[src/rtl/UArch.sv]
// Shared writeback micro-architecture constants, entry type and the register-file write qualifier.
package UArch;

  localparam int WB_MAX_PIPES    = 8;
  localparam int WB_ADDR_BITS    = 32;
  localparam int WB_DATA_BITS    = 32;
  localparam int WB_SEQ_NUM_BITS = 5;

  typedef struct packed {
    logic                       val;
    logic [WB_ADDR_BITS-1:0]    pc;
    logic [WB_SEQ_NUM_BITS-1:0] seq_num;
    logic [4:0]                 waddr;
    logic [WB_DATA_BITS-1:0]    wdata;
    logic                       wen;
  } wb_entry_t;

  // x0 is hardwired to zero, so a write to it is never architecturally visible.
  function automatic logic wb_rf_write(input logic val, input logic wen, input logic [4:0] waddr);
    return val & wen & (waddr != 5'd0);
  endfunction

endpackage

[src/rtl/rr_arbiter.sv]
// Round-robin arbiter: one-hot grant scanning from a rotating pointer; the pointer moves past the
// winner only in cycles where en is high and a grant is issued.
module rr_arbiter
  import UArch::*;
#(
  parameter int p_width = 2
) (
  input  logic               clk,
  input  logic               rst,
  input  logic [p_width-1:0] req,
  input  logic               en,
  output logic [p_width-1:0] gnt
);

  localparam int PTR_W = $clog2(WB_MAX_PIPES);

  logic [PTR_W-1:0] ptr_q, ptr_d;
  logic             found;

  // Two passes give the wrap-around scan: pointer..top, then 0..pointer-1.
  always_comb begin
    gnt   = '0;
    ptr_d = ptr_q;
    found = 1'b0;
    for (int i = 0; i < p_width; i++) begin
      if (en && !found && req[i] && (i >= int'(ptr_q))) begin
        found  = 1'b1;
        gnt[i] = 1'b1;
        ptr_d  = (i == p_width - 1) ? '0 : PTR_W'(i + 1);
      end
    end
    for (int i = 0; i < p_width; i++) begin
      if (en && !found && req[i] && (i < int'(ptr_q))) begin
        found  = 1'b1;
        gnt[i] = 1'b1;
        ptr_d  = (i == p_width - 1) ? '0 : PTR_W'(i + 1);
      end
    end
  end

  always_ff @(posedge clk) begin
    if (rst) ptr_q <= '0;
    else     ptr_q <= ptr_d;
  end

endmodule

[src/rtl/writeback_arbiter.sv]
// Writeback stage: round-robin merge of execute pipes into one output register driving RF write + completion.
// Defining WRITEBACK_ARBITER_BYPASS_EN adds byp_val/byp_waddr/byp_wdata forwarding outputs.
module writeback_arbiter
  import UArch::*;
#(
  parameter int p_num_pipes    = 2,
  parameter int p_addr_bits    = 32,
  parameter int p_data_bits    = 32,
  parameter int p_seq_num_bits = 5
) (
  input  logic                                  clk,
  input  logic                                  rst,
  input  logic [p_num_pipes-1:0]                X_val,
  output logic [p_num_pipes-1:0]                X_rdy,
  input  logic [p_num_pipes*p_addr_bits-1:0]    X_pc,
  input  logic [p_num_pipes*p_seq_num_bits-1:0] X_seq_num,
  input  logic [p_num_pipes*5-1:0]              X_waddr,
  input  logic [p_num_pipes*p_data_bits-1:0]    X_wdata,
  input  logic [p_num_pipes-1:0]                X_wen,
  output logic                                  rf_wen,
  output logic [4:0]                            rf_waddr,
  output logic [p_data_bits-1:0]                rf_wdata,
`ifdef WRITEBACK_ARBITER_BYPASS_EN
  output logic                                  byp_val,
  output logic [4:0]                            byp_waddr,
  output logic [p_data_bits-1:0]                byp_wdata,
`endif
  output logic                                  C_val,
  input  logic                                  C_rdy,
  output logic [p_seq_num_bits-1:0]             C_seq_num,
  output logic [p_addr_bits-1:0]                C_pc
);

  logic                      s_val_q, s_val_d;
  logic [p_addr_bits-1:0]    s_pc_q, s_pc_d;
  logic [p_seq_num_bits-1:0] s_seq_q, s_seq_d;
  logic [4:0]                s_waddr_q, s_waddr_d;
  logic [p_data_bits-1:0]    s_wdata_q, s_wdata_d;
  logic                      s_wen_q, s_wen_d;

  logic                   can_accept;
  logic                   c_xfer;
  logic [p_num_pipes-1:0] gnt;

  // Reset gates the handshakes so nothing is granted or retired in the reset cycle.
  assign can_accept = ~rst & (~s_val_q | C_rdy);
  assign C_val      = s_val_q & ~rst;
  assign c_xfer     = C_val & C_rdy;

  rr_arbiter #(.p_width(p_num_pipes)) u_rr (
    .clk (clk),
    .rst (rst),
    .req (X_val),
    .en  (can_accept),
    .gnt (gnt)
  );

  assign X_rdy = gnt;

  always_comb begin
    s_val_d   = s_val_q;
    s_pc_d    = s_pc_q;
    s_seq_d   = s_seq_q;
    s_waddr_d = s_waddr_q;
    s_wdata_d = s_wdata_q;
    s_wen_d   = s_wen_q;
    if (|gnt) begin
      s_val_d = 1'b1;
      for (int i = 0; i < p_num_pipes; i++) begin
        if (gnt[i]) begin
          s_pc_d    = X_pc[i*p_addr_bits +: p_addr_bits];
          s_seq_d   = X_seq_num[i*p_seq_num_bits +: p_seq_num_bits];
          s_waddr_d = X_waddr[i*5 +: 5];
          s_wdata_d = X_wdata[i*p_data_bits +: p_data_bits];
          s_wen_d   = X_wen[i];
        end
      end
    end else if (c_xfer) begin
      s_val_d = 1'b0;
    end
  end

  always_ff @(posedge clk) begin
    if (rst) s_val_q <= 1'b0;
    else     s_val_q <= s_val_d;
  end

  // Payload is qualified by s_val_q, so it needs no reset.
  always_ff @(posedge clk) begin
    s_pc_q    <= s_pc_d;
    s_seq_q   <= s_seq_d;
    s_waddr_q <= s_waddr_d;
    s_wdata_q <= s_wdata_d;
    s_wen_q   <= s_wen_d;
  end

  assign C_pc      = s_pc_q;
  assign C_seq_num = s_seq_q;
  assign rf_wen    = c_xfer & wb_rf_write(C_val, s_wen_q, s_waddr_q);
  assign rf_waddr  = s_waddr_q;
  assign rf_wdata  = s_wdata_q;

`ifdef WRITEBACK_ARBITER_BYPASS_EN
  // Forwarding view of the held result, independent of whether completion is accepted yet.
  assign byp_val   = wb_rf_write(C_val, s_wen_q, s_waddr_q);
  assign byp_waddr = s_waddr_q;
  assign byp_wdata = s_wdata_q;
`endif

endmodule

[config.mk]
export PLATFORM = sky130hd
export DESIGN_NAME = writeback_arbiter
export DESIGN_NICKNAME = d
export VERILOG_FILES = /design/src/rtl/UArch.sv /design/src/rtl/rr_arbiter.sv /design/src/rtl/writeback_arbiter.sv
export SDC_FILE = /design/constraint.sdc
export NUM_CORES = 1
export LEC_CHECK = 0
export CORE_MARGIN = 2
export CORE_UTILIZATION = 38
export CTS_BUF_LIST = sky130_fd_sc_hd__clkbuf_16
export DETAILED_ROUTE_END_ITERATION = 10
export PLACE_DENSITY_LB_ADDON = 0.25
export SYNTH_ARGS = -nofsm -noshare
export SYNTH_HDL_FRONTEND = slang
export SYNTH_SLANG_ARGS = --single-unit
[constraint.sdc]
create_clock -name clk -period 14.65 [get_ports clk]
set_input_delay 1.465 -clock clk [delete_from_list [all_inputs] [get_ports clk]]
set_output_delay 1.465 -clock clk [all_outputs]
set_load 0.02 [all_outputs]
# After elaboration in Yosys (flattened, before gate mapping)
# Index checks and enable logic that the tools add are counted.
[word_totals]
elab_cells = 62
inputBits = 155
out_inout_bits = 78
regBits = 77
[classes]
reduce_logical = 21
muxes = 21
magnitude_cmp = 4
n_bitwise = 9
[op_table]
columns = ["operator", "count"]
rows = [
  ["$mux 32", 4],
  ["$mux 5", 4],
  ["$mux 1", 13],
  ["$logic_and 1x1->1", 11],
  ["$and 1x1->1", 6],
  ["$reduce_bool 5->1", 1],
  ["$reduce_bool 2->1", 2],
  ["$reduce_or 2->1", 2],
  ["$logic_not 1->1", 3],
  ["$reduce_bool 3->1", 1],
  ["$ge 1x1->1 const A", 2],
  ["$lt 1x1->1 const A", 2],
  ["$not 1->1", 2],
  ["$reduce_and 2->1", 1],
  ["$or 1x1->1", 1],
]

# Longest topological paths before layout
[depth]
word_depth = 23
depth_mapped = 5
depth_no_buf = 3

# Cells and area by module
# A second synthesis with hierarchy kept.
[hier_totals]
hier_cells = 176
hier_area_um2 = 3281.9
[modules_own_cells]
columns = ["module", "instances", "cells_each", "area_per_inst_um2"]
rows = [
  ["writeback_arbiter", 1, 167, 3219.3],
  ["rr_arbiter", 1, 9, 62.6],
]

# Worst setup path after synthesis
# OpenSTA, ideal clock, no wires.
[synth_path]
path_type = "in2reg"
start = "input port rst"
end = "register s_pc_q[0] (netlist: C_pc[0]) (enable)"
t_required_ns = 14.049
setup_ns = 0.601
path_buffers = 0
cell_stages = 1
t_arrival_ns = 6.680
path_slack_ns = 7.368
path_cell_list = "nor3_1"
[synth_via]
elab_chain_cells = 22
word_cells_on_any_way = 25
classes_between = "6 x mux; 2 x bitwise; 17 x reduce/logical"
[synth_lines]
columns = ["item", "line_no", "source"]
rows = [
  ["from (decl)", "writeback_arbiter.sv:12", "input logic rst,"],
  ["$not 1->1 *", "writeback_arbiter.sv:46", "assign can_accept = ~rst & (~s_val_q | C_rdy);"],
  ["$and 1x1->1 *", "writeback_arbiter.sv:46", ""],
  ["$logic_and 1x1->1 (2 in series)", "rr_arbiter.sv:26", "if (en && !found && req[i] && (i >= int'(ptr_q))) begin"],
  ["$mux 1", "rr_arbiter.sv:26", ""],
  ["$logic_not 1->1", "rr_arbiter.sv:26", ""],
  ["$logic_and 1x1->1 (3 in series)", "rr_arbiter.sv:26", ""],
  ["$mux 1", "rr_arbiter.sv:26", ""],
  ["$logic_not 1->1", "rr_arbiter.sv:33", "if (en && !found && req[i] && (i < int'(ptr_q))) begin"],
  ["$logic_and 1x1->1 (3 in series)", "rr_arbiter.sv:33", ""],
  ["$mux 1", "rr_arbiter.sv:33", ""],
  ["$logic_not 1->1", "rr_arbiter.sv:33", ""],
  ["$logic_and 1x1->1 (3 in series)", "rr_arbiter.sv:33", ""],
  ["$mux 1", "rr_arbiter.sv:33", ""],
  ["$reduce_bool 2->1 (no line) or $reduce_or 2->1 (tied branches)", "n/a", ""],
  ["$reduce_and 2->1 (no line) *", "n/a", ""],
  ["to (signal assigned)", "writeback_arbiter.sv:90", "s_pc_q <= s_pc_d;"],
  ["to (decl)", "writeback_arbiter.sv:35", "logic [p_addr_bits-1:0] s_pc_q, s_pc_d;"],
]
# Every way passes the cells marked *; elsewhere a longest branch is shown, timed or not.
# A chain may end at the register's enable or synchronous reset.

# Final worst setup path
[layout_path]
start = "input port X_val[1]"
end = "output port X_rdy[1]"
[layout_via]
elab_chain_cells = 13
word_cells_on_any_way = 14
classes_between = "4 x mux; 10 x reduce/logical"
[layout_lines]
columns = ["item", "line_no", "source"]
rows = [
  ["from (decl)", "writeback_arbiter.sv:13", "input logic [p_num_pipes-1:0] X_val,"],
  ["$logic_and 1x1->1 (2 in series)", "rr_arbiter.sv:26", ""],
  ["$mux 1", "rr_arbiter.sv:26", ""],
  ["$logic_not 1->1", "rr_arbiter.sv:33", ""],
  ["$logic_and 1x1->1 (3 in series)", "rr_arbiter.sv:33", ""],
  ["$mux 1", "rr_arbiter.sv:33", ""],
  ["$logic_not 1->1", "rr_arbiter.sv:33", ""],
  ["$logic_and 1x1->1 (3 in series)", "rr_arbiter.sv:33", ""],
  ["$mux 1 *", "rr_arbiter.sv:33", ""],
  ["to (decl)", "writeback_arbiter.sv:14", "output logic [p_num_pipes-1:0] X_rdy,"],
]
# Marked as above.

==> flow_summary.ini <==
[global_routing]
grt_pass1_vias = 2782
grt_max_degree = 45
gr-total-overflow = 0
grt_pass1_wl_um = 14100
grt_use_total_pct = 19.4
antenna_found_initial = 0

[cts]
path_clk_slew_ps = 60
h-tree-depth = 3
cts_tree = done
post_cts_buffers = 0
clk_path_buf_depth = 2
cts_resized = 0
cts_buffers = 9
root_buffer = clkbuf_16
cts_num_sinks = 77
clkLatencyLatePin_ps = 320
holdBufCountCts = 0

[worst_hold_path]
hold_path_class = reg2reg

[place]
dp.cells = 515
port_buffers = 232
post-place-ws_ps = 9980
hpwl_um = 7260
place_congestion = 0.826

[worst_setup_path]
crit_buf_inv = 3
crit_path_max_fanout = 3
cpLargestDelayFamily = buffers and inverters
crit_type = in2out
critPathSlowestCell = clkdlybuf4s50_1
path_cells = clkdlybuf4s50_1 > inv_2 > nor4_4 > clkdlybuf4s50_1
cp.arrival_ps = 3210
crit_top_cell = clkdlybuf4s50_1
start_kind = input pin
worstPathRequired_ps = 13190
cp_slowest_stage_delay_ps = 710
end_kind = output pin

[yosys]
ys_top_cells_by_area = edfxtp_1, mux2_1, mux2_2
synth_area_um2 = 3320
synth_nets = 334
ys_types = 18
synth_area_leader_cell = edfxtp_1
syn_inst = 179
ys_seq_area_share_pct = 69.1
syn_area_per_cell_um2 = 18.5
synth_warnings = 0
ys_ff_latch = 77
synth_top_area_share_pct = 67.9

[floorplan]
dieWidth_um = 97.4
start_util_pct = 38.6
boundaryPins = 233
core-area_um2 = 8590
row_count = 34
die_h_um = 97.4
die_area_um2 = 9490

[sta]
tns_ps = 0
finalWorstSetupSlack_ps = 9970
finalCriticalPeriod_ps = 4680
hold_viol = 0
max_freq_ghz = 0.214
period_share_pct = 31.9
setup_viol_count_final = 0
slew_violations = 0
skew_ps = 5.84
tightest_slew_ps = 574
rsz0062_at_grt = no
maxSlewHeadroom_pct = 61.7

[layout]
diodes = 0
fin_util_pct = 70.4
drive_above_1_share_pct = 13.5
fillCellCount = 622
area_growth_pct = 82.5
num-nets-final = 573
layout.cells.non_filler = 531

[drt]
drcViolationCount = 0
wl_per_cell_um = 17.5
drtIter0Drc = 47
num_vias = 2507
dr.pass1.iters = 4
drt_wl_total_um = 9280
viasPerCell = 4.72
drtAntennaViolNets = 0

[power]
power.density_nw_per_um2 = 100
ir_worst_vdd_uv = 64.4
p_leak_nw = 2.13

[run_status]
status = finished clean

[flow_run]
maxCapViolations = 0
path summary, 6_finish.rpt:
check                 from            end  slack, ps  cells after the start
min          u_rr.ptr_q[0]  u_rr.ptr_q[0]        520                      2
min reg2reg  u_rr.ptr_q[0]  u_rr.ptr_q[0]        520                      2
max reg2reg        s_val_q   rf_wdata[14]      12030                      5
max               X_val[1]       X_rdy[1]       9970                      4
per-layer routing:
layer,wire length (um),up-vias,global-route usage [%]
li1,-,1180,-
met5,0,-,0
met4,307,0,9.94
met2,4960,151,35.5
met1,3170,1153,18.8
met3,835,23,7.34
tightest hold or removal path, cell delays in order (launching register included):
cell     delay (ps)
dfxtp_1         330
o21ai_0          70
a21oi_1          60
state kept, by name, summed over array words and instances, names as in the netlist:
signal      flops
rf_wdata       32
s_wen_q         1
u_rr.ptr_q      1
C_pc           32
rf_waddr        5
C_seq_num       5
s_val_q         1
cell usage after synthesis:
| cell | n |
|---|---|
| mux2_1 | 39 |
| dfxtp_1 | 2 |
| o21ai_0 | 1 |
| nor3_1 | 3 |
| nand2_1 | 3 |
| nor2_1 | 2 |
| buf_6 | 4 |
| nor2b_2 | 1 |
| a21oi_1 | 3 |
| mux2_2 | 36 |
| inv_2 | 1 |
| nor2b_1 | 2 |
| buf_2 | 3 |
| nand2b_1 | 1 |
| nor4_4 | 1 |
| edfxtp_1 | 75 |
| nand3_1 | 1 |
| buf_4 | 1 |
final cells by class:
| class | count | area, um^2 | share of cell area (%) |
|---|---|---|---|
| Clock inverter | 7 | 83.8 | 1.39 |
| Tap cell | 108 | 135 | 2.23 |
| Timing Repair Buffer | 236 | 2350 | 38.9 |
| Sequential cell | 77 | 2290 | 37.9 |
| Inverter | 1 | 3.75 | 0.0620 |
| Clock buffer | 9 | 225 | 3.72 |
| Multi-Input combinational cell | 93 | 957 | 15.8 |
power breakdown:
part / switching, mW / internal, mW / leakage (nW)
logic: 0.0428 / 0.0698 / 1.25
clock network: 0.0824 / 0.147 / 0.155
registers: 0.00396 / 0.260 / 0.727
total: 0.129 / 0.477 / 2.13
through the flow:
stage / power [mW] / area (um^2) / hold slack, ps
2_1_floorplan: 0.312 / 3320 / 457
3_5_place_dp: 0.382 / 5740 / 501
5_1_grt: 0.627 / 6050 / 561
6_report: 0.606 / 6050 / 519
3_3_place_gp: 0.379 / 5740 / 489
4_1_cts: 0.611 / 6050 / 509
cell families after synthesis:
logic type      count (synthesis)  synth area share (%)
flops                          77                  69.1
buf+inv                         9                  2.15
simple gates                   14                  2.64
mux                            75                  25.5
compound gates                  4                 0.603
cell usage in the layout (no fill, tap or decap), types with 2 or more instances in the layout:
| master | Yosys | final |
|---|---|---|
| edfxtp_1 | 75 | 75 |
| bufinv_16 | 0 | 2 |
| mux2_1 | 39 | 39 |
| a21oi_1 | 3 | 3 |
| nor2b_1 | 2 | 2 |
| nand2_1 | 3 | 3 |
| dfxtp_1 | 2 | 2 |
| inv_1 | 0 | 2 |
| buf_4 | 1 | 4 |
| mux2_2 | 36 | 36 |
| nor3_1 | 3 | 2 |
| clkdlybuf4s50_1 | 0 | 232 |
| clkbuf_16 | 0 | 9 |
| nor2_1 | 2 | 2 |
Note: power is estimated with default switching activity, not from simulation.
